**src/rtl/waveform_sequencer.sv**
```systemverilog
// Waveform sequencer: a programmable prescaler advances a step index through
// STEPS samples per period and produces a registered 8-bit amplitude for the
// DAC stage (square, sawtooth, triangle or DC midscale).
module waveform_sequencer #(
   parameter int STEPS   = 200,
   parameter int RST_DIV = 500
) (
   input  logic        clk,
   input  logic        reset,
   input  logic        enable,
   input  logic [27:0] frequency_selection,
   input  logic [1:0]  wave_sel,
   output logic        sample_tick,
   output logic [7:0]  step,
   output logic        cycle_done,
   output logic [7:0]  sample
);

   localparam logic [7:0]  LAST_STEP = 8'(STEPS - 1);
   localparam logic [7:0]  HALF_STEP = 8'(STEPS / 2);
   localparam logic [27:0] RST_DIVW  = 28'(RST_DIV);

   logic [27:0] div_reg;
   logic [27:0] div_cnt;
   logic        terminal;

   // A zero divisor would never reach terminal count; treat it as 1.
   function automatic logic [27:0] clamp_divisor(input logic [27:0] f);
      return (f == 28'd0) ? 28'd1 : f;
   endfunction

   // Amplitude for a given step index and waveform selection.
   function automatic logic [7:0] wave_lookup(input logic [7:0] s, input logic [1:0] sel);
      logic [8:0] dbl;
      logic [7:0] res;
      res = 8'd0;
      dbl = 9'd0;
      case (sel)
         2'd0: res = (s < HALF_STEP) ? 8'd255 : 8'd0;
         2'd1: res = s;
         2'd2: begin
            if (s < HALF_STEP) dbl = {s, 1'b0};
            else               dbl = {LAST_STEP - s, 1'b0};
            res = dbl[7:0];
         end
         default: res = 8'd128;
      endcase
      return res;
   endfunction

   // Anything at or past div_reg-1 counts as terminal so a stray count can
   // never run away; div_reg is never below 1, so the subtraction is safe.
   assign terminal = (div_cnt >= div_reg - 28'd1);

   // Prescaler and divisor: divisor only reloads on a step boundary so a
   // mid-step frequency change cannot stretch or shorten the current step.
   always_ff @(posedge clk) begin
      if (reset) begin
         div_cnt <= 28'd0;
         div_reg <= RST_DIVW;
      end else if (enable) begin
         if (terminal) begin
            div_cnt <= 28'd0;
            div_reg <= clamp_divisor(frequency_selection);
         end else begin
            div_cnt <= div_cnt + 28'd1;
         end
      end
   end

   // Step index with wrap, plus the one-cycle tick and period-done pulses.
   always_ff @(posedge clk) begin
      if (reset) begin
         step        <= 8'd0;
         sample_tick <= 1'b0;
         cycle_done  <= 1'b0;
      end else if (enable && terminal) begin
         step        <= (step >= LAST_STEP) ? 8'd0 : step + 8'd1;
         sample_tick <= 1'b1;
         cycle_done  <= (step >= LAST_STEP);
      end else begin
         sample_tick <= 1'b0;
         cycle_done  <= 1'b0;
      end
   end

   // Output amplitude: follows the step value present before the edge, so it
   // trails step by one clock; wave_sel changes land on the next update.
   always_ff @(posedge clk) begin
      if (reset) begin
         sample <= 8'd0;
      end else if (enable) begin
         sample <= wave_lookup(step, wave_sel);
      end
   end

endmodule

```
**config.mk**
```make
export PLATFORM = sky130hd
export DESIGN_NAME = waveform_sequencer
export DESIGN_NICKNAME = d
export VERILOG_FILES = /design/src/rtl/waveform_sequencer.sv
export SDC_FILE = /design/constraint.sdc
export NUM_CORES = 1
export LEC_CHECK = 0
export CORE_MARGIN = 2
export CORE_UTILIZATION = 61
export DETAILED_ROUTE_END_ITERATION = 10
export PLACE_DENSITY = 0.87
export SLEW_MARGIN = 15
export SYNTH_ARGS = -nofsm -noshare
export SYNTH_HDL_FRONTEND = slang
export SYNTH_SLANG_ARGS = --single-unit
```
**constraint.sdc**
```tcl
create_clock -name clk -period 7.8 [get_ports clk]
set_clock_uncertainty 0.2 [all_clocks]
set_input_delay 1.95 -clock clk [delete_from_list [all_inputs] [get_ports clk]]
set_output_delay 1.95 -clock clk [all_outputs]
set_load 0.01 [all_outputs]
```
==> results.json, run 1 <==
{
  "arrival_ns": 5.05,
  "place_hpwl_mm": 7.94,
  "syn_nets": 597,
  "drt.antenna.violating_nets": 0,
  "drt-wirelength-per-cell_um": 15.7,
  "relSlewSlack": 0.430,
  "worst_pin_slew_ns": 0.852,
  "yosysWarnings": 0,
  "peakVddDrop_mv": 0.120,
  "reg2reg_slack_ns": 2.78,
  "critPathKind": "reg -> reg",
  "crit_path_max_fanout": 31,
  "firstDrtPassIters": 4,
  "synth_top_area_share": 0.337,
  "ys_seq_elements": 74,
  "slowest_delay_ns": 0.74,
  "hold_path_class": "reg -> reg",
  "fmax_mhz": 199,
  "clockRootBuffer": "clkbuf_8",
  "path_cells": "nor4_1 > nand3_1 > or3_4 > nor3_4 > nand2_2 > nor2_1 > xnor2_1 > ha_1 > and4_1 > and4_4 > a221oi_2 > o211ai_1 > o21ai_4 > buf_4 > mux2i_1 > nor2_1",
  "netlist_area_um2": 4400,
  "fin_cells": 671,
  "path_clk_slew_ns": 0.08,
  "cts_made_buffers": 9,
  "clock-sinks": 74,
  "fp.dieH_um": 88.9,
  "via_count": 3997,
  "netlist_instances": 531,
  "num_antenna_cells": 0,
  "synthDistinctLibCells": 53,
  "hold_buffers": 0,
  "cts_tree": "yes",
  "post-cts-setup-buffers": 0,
  "maxCapViolations": 0,
  "endpoint_kind": "register",
  "grt_max_degree": 52,
  "hold_viol_final": 0,
  "area_growth_pct": 17.2,
  "clockBufferDepth": 2,
  "postSynthAreaPerCell_um2": 8.28,
  "clk_latency_ns": 0.37,
  "grt_pass1_vias": 3785,
  "powerDensity_nw_per_um2": 154,
  "finalSetupViolations": 0,
  "required_ns": 7.83,
  "drt-vias-per-instance": 5.96,
  "yosysMostFrequentCell": "nor2_1",
  "synthFlopType": "dfxtp_1",
  "drc_errors": 0,
  "ys_top_cells_by_count": "nor2_1 (94), dfxtp_1 (74), a21oi_1 (42), nand2_1 (39), ha_1 (33)",
  "grt_pass1_wl_mm": 17.0,
  "worst_path_most_repeated_cell": "nor2_1",
  "cts-resized-gates": 0,
  "period_share": 0.643,
  "final.setup.tns_ns": 0,
  "routabilityCongestion": 0.963,
  "grtUsageTotal": 0.277,
  "drive_above_1_share": 0.0522,
  "synth_edf_count": 0,
  "final_nets": 636,
  "critPathLaunchType": "register",
  "status": "finished clean",
  "rows": 30,
  "drt_iter0_drc": 169,
  "dp.cells": 655,
  "power.leakage_nw": 2.06,
  "synth-seq-area-share": 0.337,
  "die_area_um2": 7900,
  "port-buffer-count": 50,
  "ios": 51,
  "start_util": 0.640,
  "slowest_stage": "o21ai_4",
  "grt_overflow": 0,
  "finalMaxSlewViolations": 0,
  "die_w_um": 88.9,
  "hold_ws_ns": 0.280,
  "antenna_found_initial": 0,
  "synth_top_cell_by_area": "dfxtp_1",
  "wl_mm": 10.5,
  "async_reset_ff_frac": 0,
  "min_period_ns": 5.02,
  "netlist_top_cells_area": "dfxtp_1 (34%), ha_1 (9.4%), nor2_1 (8.0%), xnor2_1 (5.6%), mux2i_1 (5.0%)",
  "core_um2": 6870,
  "htree_levels": 3,
  "rsz0062_at_grt": "false"
}
-- logic make-up after synthesis --
logic type	Yosys count	synth area share
xor+xnor	49	0.0976
fa+ha+maj	33	0.0939
buf+inv	35	0.0381
compound gates	83	0.117
mux	22	0.0501
flops	74	0.337
simple gates	235	0.266
-- placed cells by master (no fill, tap or decap), types with 10 or more instances in the layout --
cell	n
nand3_1	17
nor4_1	15
clkdlybuf4s50_1	50
dfxtp_1	74
xnor2_1	28
xor2_1	21
nor2_1	94
nand4_1	11
a21oi_1	42
ha_1	33
mux2i_1	22
inv_1	11
nor3_1	18
o21ai_0	10
nand2_1	39
-- stage by stage --
step | util | cell area [um^2] | setup WS, ns | power [mW]
after floorplan | - | 4400 | 3.87 | 0.412
after global placement | 0.715 | 4910 | 3.05 | 0.440
after detailed placement | 0.715 | 4910 | 2.86 | 0.440
after CTS | 0.750 | 5150 | 2.82 | 0.798
after global routing | 0.750 | 5150 | 2.48 | 0.820
final | 0.750 | 5150 | 2.78 | 0.795
-- path summary, 6_finish.rpt --
| kind | from | to | cells past startpoint |
|---|---|---|---|
| setup / recovery | div_reg[2] | div_reg[15] | 16 |
| hold / removal | sample[7] | sample[7] | 2 |
| setup reg to reg | div_reg[2] | div_reg[15] | 16 |
| hold reg to reg | sample[7] | sample[7] | 2 |
-- layer usage --
layer,routed length (um),global-route usage,vias up
met4,241,0.109,0
met2,5260,0.477,112
met3,540,0.0656,24
met5,0,0,-
met1,4480,0.333,1889
li1,-,-,1972
-- critical path, delay by kind of cell, from the launching register on --
| family | cells | cell delay (ns) |
|---|---|---|
| xor gates and xnor gates | 1 | 0.15 |
| buffers and inverters | 1 | 0.43 |
| adders and majority gates | 1 | 0.28 |
| AOI/OAI and AO/OA | 3 | 1.17 |
| DFF | 1 | 0.37 |
| muxes | 1 | 0.25 |
| and+or+nand+nor | 9 | 2.02 |
-- power breakdown --
group          total [mW]  internal, mW  switching (mW)  leakage, nW
Clock               0.363         0.214           0.149        0.121
Combinational      0.0481        0.0249          0.0233         1.34
Sequential          0.383         0.381         0.00259        0.598
Total               0.795         0.620           0.175         2.06
-- cell type report --
class                      instances  area, um^2
multi-input combinational        422        2760
fill                             491        1710
sequential                        74        1480
timing repair buffer              52         515
clock buffer                      10         128
tap                               96         120
clock inverter                     6         113
inverter                          11        41.3
Power figures use the tool's default switching activity.
==> run 2, diff against run 1 <==
--- a/config.mk
+++ b/config.mk
@@ -6,9 +6,9 @@
 export NUM_CORES = 1
 export LEC_CHECK = 0
 export CORE_MARGIN = 2
-export CORE_UTILIZATION = 61
+export CORE_UTILIZATION = 51
 export DETAILED_ROUTE_END_ITERATION = 10
-export PLACE_DENSITY = 0.87
+export PLACE_DENSITY = 0.78
 export SLEW_MARGIN = 15
 export SYNTH_ARGS = -nofsm -noshare
 export SYNTH_HDL_FRONTEND = slang
==> constraint.sdc (replaced) <==
create_clock -name clk -period 4.6 [get_ports clk]
set_clock_uncertainty 0.2 [all_clocks]
set_input_delay 1.15 -clock clk [delete_from_list [all_inputs] [get_ports clk]]
set_output_delay 1.15 -clock clk [all_outputs]
set_load 0.01 [all_outputs]
==> results.json, run 2 (synthesized netlist as in run 1, its figures left out) <==
{
  "htree_levels": 3,
  "grt_max_degree": 52,
  "required_ns": 4.68,
  "grt_pass1_vias": 3864,
  "die_area_um2": 9380,
  "finalSetupViolations": 0,
  "firstDrtPassIters": 5,
  "rsz0062_at_grt": "false",
  "finalMaxSlewViolations": 0,
  "wl_mm": 10.7,
  "rows": 33,
  "area_growth_pct": 18.2,
  "num_antenna_cells": 0,
  "grtUsageTotal": 0.237,
  "final_cell_mix": "nor2_1 (94), dfxtp_1 (74), clkdlybuf4s50_1 (49)",
  "die_w_um": 96.9,
  "drt.antenna.violating_nets": 0,
  "holdCritStartpoint": "sample[7]",
  "placed_cell_area_um2": 4960,
  "final.setup.tns_ns": 0,
  "period_share": 0.951,
  "maxCapViolations": 0,
  "critPathLaunchType": "register",
  "grt_pass1_wl_mm": 18.5,
  "final_nets": 640,
  "port-buffer-count": 50,
  "fin_area_um2": 5200,
  "routabilityCongestion": 0.974,
  "power.leakage_nw": 2.08,
  "critPathKind": "reg -> reg",
  "min_period_ns": 4.38,
  "clockRootBuffer": "clkbuf_8",
  "worst_pin_slew_ns": 0.755,
  "ios": 51,
  "relSlewSlack": 0.497,
  "fmax_mhz": 229,
  "min_to": "sample[7]",
  "hold_ws_ns": 0.271,
  "core_um2": 8300,
  "peakVddDrop_mv": 0.147,
  "drt-wirelength-per-cell_um": 15.6,
  "hold_depth": 2,
  "mostFrequentLayoutCell": "nor2_1",
  "cts_tree": "yes",
  "grt_overflow": 0,
  "drt_iter0_drc": 185,
  "powerDensity_nw_per_um2": 241,
  "crit_path_max_fanout": 15,
  "multi_input_area_um2": 2790,
  "post-cts-setup-buffers": 0,
  "status": "finished clean",
  "place_hpwl_mm": 8.08,
  "clock-sinks": 74,
  "antenna_found_initial": 0,
  "via_count": 3983,
  "clockBufferDepth": 2,
  "setup_slack_ns": 0.224,
  "hold_path_class": "reg -> reg",
  "path_clk_slew_ns": 0.08,
  "drc_errors": 0,
  "hold_viol_final": 0,
  "regArea_um2": 1480,
  "hold_buffers": 0,
  "clk_latency_ns": 0.35,
  "start_util": 0.530,
  "reg2reg_slack_ns": 0.22,
  "timing.rr.start": "div_reg[9]",
  "fp.dieH_um": 96.9,
  "drt-vias-per-instance": 5.82,
  "drive_above_1_share": 0.0656,
  "endpoint_kind": "register",
  "cts_made_buffers": 9,
  "arrival_ns": 4.46,
  "fill_cells": 704,
  "place_ws_ns": 0.256,
  "rr_worst_depth": 15,
  "timing.rr.end": "step[5]"
}
-- run 2: metrics by stage --
step / power (mW) / utilization / cells
2_1_floorplan: 0.698 / - / 531
3_3_place_gp: 0.748 / 0.598 / 668
3_5_place_dp: 0.749 / 0.598 / 668
4_1_cts: 1.26 / 0.622 / 684
5_1_grt: 1.30 / 0.626 / 684
6_report: 1.25 / 0.626 / 684
-- run 2: how the worst max path moves through the flow --
stage               depth (start not counted)           to       start  slack (ns)
floorplan                                  16  div_reg[14]  div_reg[9]        0.67
global placement                           16   div_reg[9]  div_reg[5]        0.38
detailed placement                         16      step[5]  div_reg[5]        0.26
CTS                                        16      step[5]  div_reg[5]        0.24
global route                               16   div_reg[1]  div_reg[5]       0.006
finish                                     15      step[5]  div_reg[9]        0.22
-- run 2: layout make-up --
cell class / count / area share
clock buffers: 11 / 0.0272
clock inverters: 5 / 0.0118
inverters: 11 / 0.00794
multi-input cells: 422 / 0.536
flip-flops and latches: 74 / 0.285
well taps: 105 / 0.0253
repair buffers: 56 / 0.106
-- run 2: worst max-delay path: stages, from the launching register on --
cell and delay [ns]:
dfxtp_1 0.37, or4_4 0.59, or3_4 0.42, nor3_4 0.24, nand2_2 0.11, nor2_1 0.15, xnor2_1 0.09, ha_1 0.31
and4_1 0.23, and4_4 0.23, a221oi_2 0.05, o211ai_1 0.23, o21ai_4 0.18, buf_4 0.22, or4_1 0.52, a21oi_1 0.16
-- run 2: where the power goes --
| group | total (mW) | switching [mW] | internal [mW] | leakage (nW) |
|---|---|---|---|---|
| clock network | 0.518 | 0.251 | 0.267 | 0.0922 |
| registers | 0.650 | 0.00461 | 0.646 | 0.598 |
| logic | 0.0846 | 0.0418 | 0.0428 | 1.39 |
-- run 2: metal layers --
metal / GRT usage / routed length [um]
met2: 0.390 / 5060
met5: 0 / 0
met4: 0.0964 / 297
met1: 0.307 / 4810
met3: 0.0426 / 496
-- run 2: what timing repair did --
item	4_1_cts	5_1_grt
resized for setup	0	5
hold endpoints to repair	0	0
setup endpoints to repair	0	58
==> edit 1, RTL diff (settings of run 2) <==
Register the inputs `enable`, `frequency_selection` and `wave_sel` before use, without a reset. The logic sees them one clock later.
--- a/src/rtl/waveform_sequencer.sv
+++ b/src/rtl/waveform_sequencer.sv
@@ -19,6 +19,16 @@
    localparam logic [7:0]  LAST_STEP = 8'(STEPS - 1);
    localparam logic [7:0]  HALF_STEP = 8'(STEPS / 2);
    localparam logic [27:0] RST_DIVW  = 28'(RST_DIV);
+
+   logic enable_q;
+   logic [27:0] frequency_selection_q;
+   logic [1:0] wave_sel_q;
+
+   always_ff @(posedge clk) begin
+      enable_q              <= enable;
+      frequency_selection_q <= frequency_selection;
+      wave_sel_q            <= wave_sel;
+   end
 
    logic [27:0] div_reg;
    logic [27:0] div_cnt;
@@ -58,10 +68,10 @@
       if (reset) begin
          div_cnt <= 28'd0;
          div_reg <= RST_DIVW;
-      end else if (enable) begin
+      end else if (enable_q) begin
          if (terminal) begin
             div_cnt <= 28'd0;
-            div_reg <= clamp_divisor(frequency_selection);
+            div_reg <= clamp_divisor(frequency_selection_q);
          end else begin
             div_cnt <= div_cnt + 28'd1;
          end
@@ -74,7 +84,7 @@
          step        <= 8'd0;
          sample_tick <= 1'b0;
          cycle_done  <= 1'b0;
-      end else if (enable && terminal) begin
+      end else if (enable_q && terminal) begin
          step        <= (step >= LAST_STEP) ? 8'd0 : step + 8'd1;
          sample_tick <= 1'b1;
          cycle_done  <= (step >= LAST_STEP);
@@ -89,8 +99,8 @@
    always_ff @(posedge clk) begin
       if (reset) begin
          sample <= 8'd0;
-      end else if (enable) begin
-         sample <= wave_lookup(step, wave_sel);
+      end else if (enable_q) begin
+         sample <= wave_lookup(step, wave_sel_q);
       end
    end
 
Check against the original RTL: not equivalent (Yosys sat finds a counterexample within 4 cycles, from zero or initial values and one cycle with reset high).
==> edit 1 against run 2 <==
- the flow now finishes with violations (negative setup slack)
- global-route usage shrank 2.4 points
- die area increased by 14%
- sequential cell count up 31
- power grew 27%
- cell area up 16%
- wire length up 4.5%
- synthesized area increased by 15%
- worst setup slack got worse by 0.25 ns
- sequential power rose by 45%
- combinational power increased by 0.8%
- critical path depth stayed put
- core utilization is 0.41 points lower
- critical endpoint is now div_cnt[0]
==> edit 1: results (changes against run 2) <==
- Status: complete, but fails checks
- Failing checks: negative setup slack
- Area contributors post-synth: dfxtp_1, ha_1, a21oi_1, xnor2_1, nand3_1
- Routed WL: 11,200 um (+4.5%)
- Adder-Cell Fraction of Synth Area: 8.19% (-1.2 points)
- Synth Area in XOR/XNOR: 9.21% (-0.55 points)
- Cell count after synthesis: 581 (+9.4%)
- Routability Congestion: 0.915 (-6.0%)
- Syn_nets: 647 (+8.4%)
- Leakage power: 2.20 nW (+6.0%)
- Critical-path maximum fanout: 7 (-8)
- GR Layer Usage met2: 32.6% (-6.4 points)
- Mux contribution to synthesized area: 0.199% (-4.8 points)
- Cells after DPL: 739 (+11%)
- Met1 Usage GRT: 30.2% (-0.47 points)
- Number of vias per cell: 5.69 (-2.3%)
- Psw: 0.407 mW (+37%)
- Worst-margin pin slew: 1.05 ns (+0.298 ns)
- Gr usage total: 21.3% (-2.4 points)
- Peak VDD IR: 0.226 mV (+54%)
- HPWL after DPL: 7700 um (-4.8%)
- Met1 wire length: 5340 um (+11%)
- Share of cells above drive strength 1: 8.12% (+1.6 points)
- Setup TNS: -0.128 ns (-0.128 ns)
- WL met2: 5140 um (+1.6%)
- Data arrival, critical path: 4.74 ns (+0.28 ns)
- Seq/Total Area, Yosys: 41.7% (+8.0 points)
- Final setup viols: 12 (+12)
- Nets: 689 (+7.7%)
- Final Worst Setup Slack: -0.0254 ns (-0.249 ns)
## edit 1: cell count changes after synthesis, sizes merged, moves of 4 or more
cell / before / now
o21ai: 13 / 42
mux2i: 22 / 1
nand4: 11 / 15
nand3: 17 / 46
a21oi: 42 / 50
nor2: 94 / 56
a211oi: 4 / 8
xor2: 21 / 25
nand2: 41 / 32
clkbuf: 17 / 30
dfxtp: 74 / 105
## edit 1: area by class of cell
cell class | count | area, um^2
multi-input combinational | 426 | 2800
timing repair buffer | 67 | 703
clock buffer | 9 | 124
inverter | 14 | 52.6
fill | 798 | 3660
clock inverter | 7 | 80.1
tap | 133 | 166
sequential | 105 | 2100
## edit 1: power groups by stage
| stage | logic (mW) | clock network [mW] | registers [mW] |
|---|---|---|---|
| 6_report | 0.0853 | 0.569 | 0.942 |
| 5_1_grt | 0.0933 | 0.614 | 0.945 |
| 4_1_cts | 0.0845 | 0.577 | 0.942 |
| 3_5_place_dp | 0.0836 | 0 | 0.963 |
| 3_3_place_gp | 0.0821 | 0 | 0.962 |
| 2_1_floorplan | 0.0394 | 0 | 0.960 |
## edit 1: what timing repair did
item,4_1_cts,5_1_grt
cloned,0,2
pin swaps,1,24
endpoints found under the setup margin,66,66
resized for setup,4,11
setup buffers,2,2
## edit 1: critical path, cell delays in order (launching register included)
cell,delay (ns)
dfxtp_2,0.33
or4_4,0.54
or3_4,0.35
or4_4,0.45
or4_4,0.52
nor3b_4,0.26
xnor2_2,0.15
ha_1,0.28
nand4_1,0.16
nor3_1,0.08
a221o_1,0.39
a211oi_4,0.28
buf_6,0.19
buf_12,0.13
nand3_1,0.10
a21oi_2,0.17
==> edit 2, RTL diff (settings of run 2) <==
Without the edit above. `RST_DIV`: 500 -> 250.
--- a/src/rtl/waveform_sequencer.sv
+++ b/src/rtl/waveform_sequencer.sv
@@ -3,7 +3,7 @@
 // DAC stage (square, sawtooth, triangle or DC midscale).
 module waveform_sequencer #(
    parameter int STEPS   = 200,
-   parameter int RST_DIV = 500
+   parameter int RST_DIV = 250
 ) (
    input  logic        clk,
    input  logic        reset,
Check against the original RTL: no difference found for any inputs over 10 cycles, from zero or initial values and one cycle with reset high; that may be too few to reach the edited logic, so the function may still have changed.
==> edit 2 against run 2 <==
- sequential share of layout area down 0.43 points
- worst hold slack is essentially flat
- sequential cell count did not move
- worst setup slack better by 0.38 ns
- wire length rose by 4.9%
- power up 2.8%
- first-iteration DRC count rose by 35%
- synthesized area is 2.8% higher
- cell area rose by 1.5%
- sequential power hardly changed
==> edit 2: results (changes against run 2) <==
- Status: completed
- R2R setup slack: 0.60 ns (+0.38 ns)
- Share of cells above drive strength 1: 5.70% (-0.86 points)
- Post-synthesis cell type count: 60 (+13%)
- Worst skew pair latency: 0.35 ns (about the same)
- ClkCell Share: 3.98% (+0.084 points)
- Non-CTS buffers: 57 (+1.8%)
- Reg2Reg Depth: 14 (-1)
- Number of buffers added on ports: 50 (unchanged)
- Flops & latches, synth: 74 (unchanged)
- NonClk Buf Share: 10.5% (-0.16 points)
- Invs w/o clock: 13 (+2)
- M3 GR Usage: 5.15% (+0.89 points)
- Worst Hold Launch: sample[0]
- Largest net degree at the start of global routing: 33 (-37%)
- Peak VDD IR: 0.183 mV (+24%)
- Clock transition at path regs: 0.08 ns (about the same)
- Number of vias per cell: 5.90 (+1.4%)
- Via count of the first global-routing pass: 3,891 (+0.70%)
- Slowest-stage cell, CP: nor4_1
- Gr usage total: 23.4% (-0.26 points)
- Critical R2R Capture: step[4]
- Relative slew slack: 45.6% (-4.1 points)
- H-tree lvl count: 3 (unchanged)
- Multi-In Gates: 436 (+3.3%)
- Critical-path maximum fanout: 32 (+17)
- Hold endpoint: sample[0]
- Worst setup startpoint: div_reg[5]
- Fill cell count: 777 (+10%)
- First-pass GRT wire length: 18,700 um (+1.5%)
- Setup Fix Bufs, Post-CTS: 0 (unchanged)
- Routed len/inst: 15.9 um (+1.9%)
- Setup WS pre-CTS: 0.617 ns (+0.361 ns)
- Max stage delay on crit path: 0.41 ns (-0.18 ns)
- Sequential share of cell area: 28.1% (-0.43 points)
- 1st-iter DRT viols: 250 (+35%)
- Final ANT Viol Nets: 0 (unchanged)
- Leakage power: 1.93 nW (-6.9%)
- Register share of total power: 50.5% (-1.4 points)
- Met1 wire length: 5430 um (+13%)
- Syn_nets: 618 (+3.5%)
- GR Layer Usage met2: 36.2% (-2.7 points)
- HPWL after DPL: 8190 um (+1.4%)
- Met1 Usage GRT: 33.6% (+2.9 points)
- Power Combinational: 0.0849 mW (about the same)
- Switching share of power: 22.6% (-1.1 points)
- Nets: 657 (+2.7%)
- Count of clock buffers in the final design: 11 (unchanged)
- Seq/Total Area, Yosys: 32.8% (-0.91 points)
- Count leader, synth: dfxtp_1
- Area contributors post-synth: dfxtp_1, ha_1, nand3_1, xnor2_1, a21oi_1
- CTS root buf: clkbuf_8
- Multi-input combinational area share: 54.0% (+0.34 points)
- Synth cell count leaders: dfxtp_1, nand3_1, nor2_1
- WL met2: 4980 um (-1.6%)
- Routed met3 length: 661 um (+33%)
- Fmax: 250 MHz (+9.5%)
- CTS buffer count: 9 (unchanged)
- Initial antenna violation count: 0 (unchanged)
- Routability Congestion: 0.900 (-7.6%)
-- edit 2: changes by cell type after synthesis, moves of 4 or more --
cell / change
mux2i_1: -22
o21ai_0: +23
a21oi_1: +6
nand3_1: +35
nor4_1: +6
xor2_1: +4
or4_1: -4
nor3_1: -7
nor2_1: -44
buf_2: +9
-- edit 2: kinds of logic after synthesis --
group / synth area share (%)
fa+ha+maj: 9.13
flops: 32.8
simple gates: 25.7
compound gates: 17.7
buf+inv: 4.21
xor+xnor: 10.5
-- edit 2: metrics by stage --
stage / hold slack, ns / instances / area (um^2) / power, mW / utilization (%)
2_1_floorplan: 0.255 / 552 / 4520 / 0.702 / -
3_3_place_gp: 0.252 / 688 / 5070 / 0.749 / 58.4
3_5_place_dp: 0.262 / 688 / 5070 / 0.750 / 58.4
4_1_cts: 0.274 / 704 / 5280 / 1.29 / 60.8
5_1_grt: 0.295 / 704 / 5280 / 1.33 / 60.8
6_report: 0.271 / 704 / 5280 / 1.29 / 60.8
